## config.mk

```make
export PLATFORM = sky130hd
export DESIGN_NAME = bitlet_bit_scheduler
export DESIGN_NICKNAME = d
export VERILOG_FILES = /design/src/rtl/bitlet_bit_scheduler.sv
export SDC_FILE = /design/constraint.sdc
export NUM_CORES = 1
export LEC_CHECK = 0
export ABC_AREA = 1
export CELL_PAD_IN_SITES_DETAIL_PLACEMENT = 0
export CELL_PAD_IN_SITES_GLOBAL_PLACEMENT = 1
export CORE_MARGIN = 3
export CORE_UTILIZATION = 34
export CTS_CLUSTER_DIAMETER = 200
export DETAILED_ROUTE_END_ITERATION = 12
export GPL_ROUTABILITY_DRIVEN = 0
export HOLD_SLACK_MARGIN = 0.15
export PLACE_DENSITY = 0.93
export SLEW_MARGIN = 10
export SYNTH_ARGS = -nofsm -noshare
export SYNTH_HDL_FRONTEND = slang
export SYNTH_SLANG_ARGS = --single-unit
```

## constraint.sdc

```tcl
create_clock -name CLK -period 3.05 [get_ports CLK]
set_clock_uncertainty 0.05 [all_clocks]
set_input_delay 0.305 -clock CLK [delete_from_list [all_inputs] [get_ports CLK]]
set_output_delay 0.305 -clock CLK [all_outputs]
set_load 0.02 [all_outputs]
```

## src/rtl/bitlet_bit_scheduler.sv

```systemverilog
// bitlet_bit_scheduler: serialises an essential-bit mask into one beat per set bit, lowest bit first.
module bitlet_onehot_dec #(
  parameter int W = 16
) (
  input  logic [$clog2(W)-1:0] idx,
  input  logic                 en,
  output logic [W-1:0]         onehot
);
  always_comb onehot = en ? W'(1) << idx : '0;
endmodule

module bitlet_bit_scheduler #(
  parameter int W  = 16,
  parameter int TW = 4
) (
  input  logic                   CLK,
  input  logic                   RSTN,
  input  logic                   IN_VLD,
  output logic                   IN_RDY,
  input  logic [W-1:0]           IN_MASK,
  input  logic [TW-1:0]          IN_TAG,
  output logic                   OUT_VLD,
  input  logic                   OUT_RDY,
  output logic [$clog2(W)-1:0]   OUT_IDX,
  output logic [W-1:0]           OUT_ONEHOT,
  output logic [TW-1:0]          OUT_TAG,
  output logic                   OUT_LAST,
  output logic                   OUT_ZERO,
  output logic [$clog2(W):0]     OUT_CNT
);
  localparam int IW = $clog2(W);
  localparam int CW = IW + 1;
  localparam logic [W-1:0] one_w = W'(1);
  localparam logic [CW-1:0] one_c = CW'(1);
  typedef enum logic {IDLE, RUN} state_t;
  state_t state_q, state_d;
  logic [W-1:0] rem_q, rem_d;
  logic [TW-1:0] tag_q, tag_d;
  logic [CW-1:0] cnt_q, cnt_d;
  logic zf_q, zf_d;
  logic [IW-1:0] low_idx;
  logic run, single, accept, step, done;
  always_ff @(posedge CLK) begin
    if (!RSTN) state_q <= IDLE;
    else state_q <= state_d;
  end
  always_comb state_d = accept ? RUN : done ? IDLE : state_q;
  // scanning downward leaves the lowest set bit as the final winner
  always_comb begin
    low_idx = '0;
    for (int i = W - 1; i >= 0; i--) if (rem_q[i]) low_idx = IW'(i);
  end
  always_comb begin
    run      = state_q == RUN;
    single   = rem_q != '0 && (rem_q & (rem_q - one_w)) == '0;
    OUT_VLD  = run;
    OUT_IDX  = zf_q ? '0 : low_idx;
    OUT_LAST = run && (zf_q || single);
    OUT_ZERO = run && zf_q;
    OUT_TAG  = tag_q;
    OUT_CNT  = cnt_q;
    IN_RDY   = !run || (OUT_LAST && OUT_RDY);
    accept   = IN_VLD && IN_RDY;
    step     = run && OUT_RDY && !OUT_LAST;
    done     = run && OUT_RDY && OUT_LAST;
  end
  bitlet_onehot_dec #(.W(W)) u_dec (
    .idx   (OUT_IDX),
    .en    (run && !zf_q),
    .onehot(OUT_ONEHOT)
  );
  always_comb begin
    rem_d = accept ? IN_MASK : step ? rem_q & ~OUT_ONEHOT : done ? '0 : rem_q;
    tag_d = accept ? IN_TAG : tag_q;
    cnt_d = accept ? '0 : step ? cnt_q + one_c : cnt_q;
    zf_d  = accept ? IN_MASK == '0 : zf_q;
  end
  always_ff @(posedge CLK) begin
    if (!RSTN) begin
      rem_q <= '0;
      tag_q <= '0;
      cnt_q <= '0;
      zf_q  <= 1'b0;
    end else begin
      rem_q <= rem_d;
      tag_q <= tag_d;
      cnt_q <= cnt_d;
      zf_q  <= zf_d;
    end
  end
endmodule

```

==> out/qor.yml <==
setup_tns_ps: 0
place_ws_ps: 206
slowest_stage: "clkdlybuf4s50_1"
grt_usage_pct: 20.0
cts_buffers: 3
post-route-period-util_pct: 92.7
final_util_pct: 50.2
antenna_found_initial: 0
hp-class: "reg -> reg"
critPathMaxFanout: 6
cts_hold_buf: 0
drc: 0
max_freq_mhz: 354
grt_max_degree: 21
layout_common_cells: "76 x nand2_1, 46 x nor2_1, 45 x inv_1"
placed_cell_area_mm2: 0.00255
slew_headroom_pct: 48.2
ios: 57
timing.critical_path.buf_inv: 4
maxCapViolCount: 0
r2r-start: "rem_q[5]"
status: "complete, no violations"
io_buffers: 56
post_synth.cell_area_avg_um2: 6.01
rsz0062_at_grt: "false"
synthCells: 321
core_area_mm2: 0.00530
ir_worst_vdd_v: 0.000229
diodes: 0
synth_top_area_cell: "dfxtp_1"
hpwl_um: 4900
max_stage_delay_ps: 600
ys_ff_latch: 27
timing.final.max_slew_violations: 0
hold_path.startpoint: "OUT_TAG[1]"
path_class: "reg -> out"
rows: 26
drive_above_1_share_pct: 8.73
drt_iter0_markers: 309
setup_violations: 0
yosys_most_used_dff: "dfxtp_1"
p_per_area_mw_per_mm2: 409
worst-endpoint-arrival_ps: 2470
fillCellCount: 554
design.die.area_mm2: 0.00662
synth_edf_count: 0
ys_seq_area_share_pct: 28.0
die_w_um: 81.4
yosysWarningCount: 0
cp-start-kind: "register"
crit_start: "rem_q[5]"
fin_crit_ps: 2830
path_cells: "nor2_2, nand2_2, nor2_4, inv_2, nor2_1, inv_1, nor2_4, nand4_1, inv_1, clkdlybuf4s50_1"
grt_pass1_wl_um: 10300
required_ps: 2690
fp.dieH_um: 81.4
synthArstFlopShare_pct: 0
finalHoldViolations: 0
viasPerCell: 5.09
cts.htree.levels: 1
synth_area_mm2: 0.00193
cts_buffer_depth: 2
yosysUniqueCellTypes: 30
fin_ws_ps: 224
finalNetCount: 404
areaGrowthSynthToFinish_pct: 37.8
first_pass_iters: 4
end_kind: "output pin"
ant_nets: 0
clkTransAtPathRegs_ps: 100
worst_slew_pin_slew_ps: 775
final_cell_area_mm2: 0.00266
wire_per_inst_um: 14.1
syn-num-nets: 346
synth_top_area_share_pct: 28.0
grt_pass1_vias: 2076
vias: 2280
cts_sinks: 27
initial_core_util_pct: 36.4
synthTopCellsByArea: "dfxtp_1 28%, nand2_1 15%, nor2_1 9.3%, inv_1 8.7%, nand3_1 6.5%"
routed_wl_um: 6300
path_delay_family: "simple AND/OR/NAND/NOR gates"
clk_latency_ps: 280
p_leak_nw: 1.34
grt_overflow: 0
cts_tree: "yes"
cts-root-buf: "clkbuf_8"
final_common_cell: "nand2_1"
[area by class of cell]
type / instances / area (um^2) / area share (%)
inverters: 49 / 185 / 6.96
clock buffers: 3 / 41.3 / 1.55
well taps: 70 / 87.6 / 3.29
flip-flops and latches: 27 / 542 / 20.4
repair buffers: 60 / 616 / 23.1
multi-input cells: 238 / 1180 / 44.4
clock inverters: 1 / 7.51 / 0.282
[state kept, by name (all words and copies together), names as in the netlist]
signal	flops
OUT_VLD	1
OUT_TAG	4
zf_q	1
OUT_CNT	5
rem_q	16
[worst min-delay path, cell delays in order (launching register included)]
cell     delay (ps)
dfxtp_1         320
nor2_1           90
nor2_1           50
[worst paths after layout]
kind                    end  slack, ps  depth (start not counted)
max          OUT_ONEHOT[14]        220                         10
min reg2reg      OUT_TAG[1]        440                          2
min              OUT_TAG[1]        440                          2
max reg2reg      OUT_CNT[2]        670                         14
[cells in the mapped netlist (3+ instances only)]
| master | n |
|---|---|
| nor4_1 | 5 |
| nand4_1 | 14 |
| dfxtp_1 | 27 |
| o21ai_0 | 19 |
| o211ai_1 | 6 |
| nand2_2 | 3 |
| a31oi_1 | 3 |
| o21bai_1 | 4 |
| nand3_1 | 25 |
| nand2_1 | 76 |
| nor2_2 | 6 |
| buf_2 | 3 |
| a21oi_1 | 15 |
| inv_1 | 45 |
| nor2_1 | 48 |
| nand2_4 | 3 |
[per-stage QoR]
stage | hold WS (ps) | power (mW) | std cells
after floorplan | 398 | 0.696 | 321
after global placement | 413 | 0.856 | 442
after detailed placement | 426 | 0.858 | 442
after CTS | 444 | 1.07 | 446
after global routing | 465 | 1.16 | 448
final | 441 | 1.09 | 448
[power by group]
part / switching, mW / leakage, nW / internal (mW)
clock network: 0.125 / 0.0217 / 0.0931
registers: 0.0355 / 0.222 / 0.377
logic: 0.285 / 1.10 / 0.173
total: 0.445 / 1.34 / 0.643
[cells by family (layout without fill, tap and decap cells)]
group,count (synthesis),in the layout,synth area share (%)
compound gates,51,51,15.4
simple gates,186,186,44.1
buf+inv,56,113,11.9
flops,27,27,28.0
fa+ha+maj,1,1,0.648
[per-layer routing]
| metal | GRT usage, % | wire length, um | vias to the layer above |
|---|---|---|---|
| met3 | 3.33 | 496 | 9 |
| met4 | 4.90 | 81 | 0 |
| met5 | 0 | 0 | - |
| met2 | 31.8 | 2820 | 105 |
| li1 | - | - | 1161 |
| met1 | 27.9 | 2910 | 1005 |
[repair_timing]
| action | in CTS | in global routing |
|---|---|---|
| resized for setup | 4 | 20 |
| setup buffers | 0 | 2 |
| endpoints found under the setup margin | 2 | 17 |
Note: power is estimated with default switching activity, not from simulation.
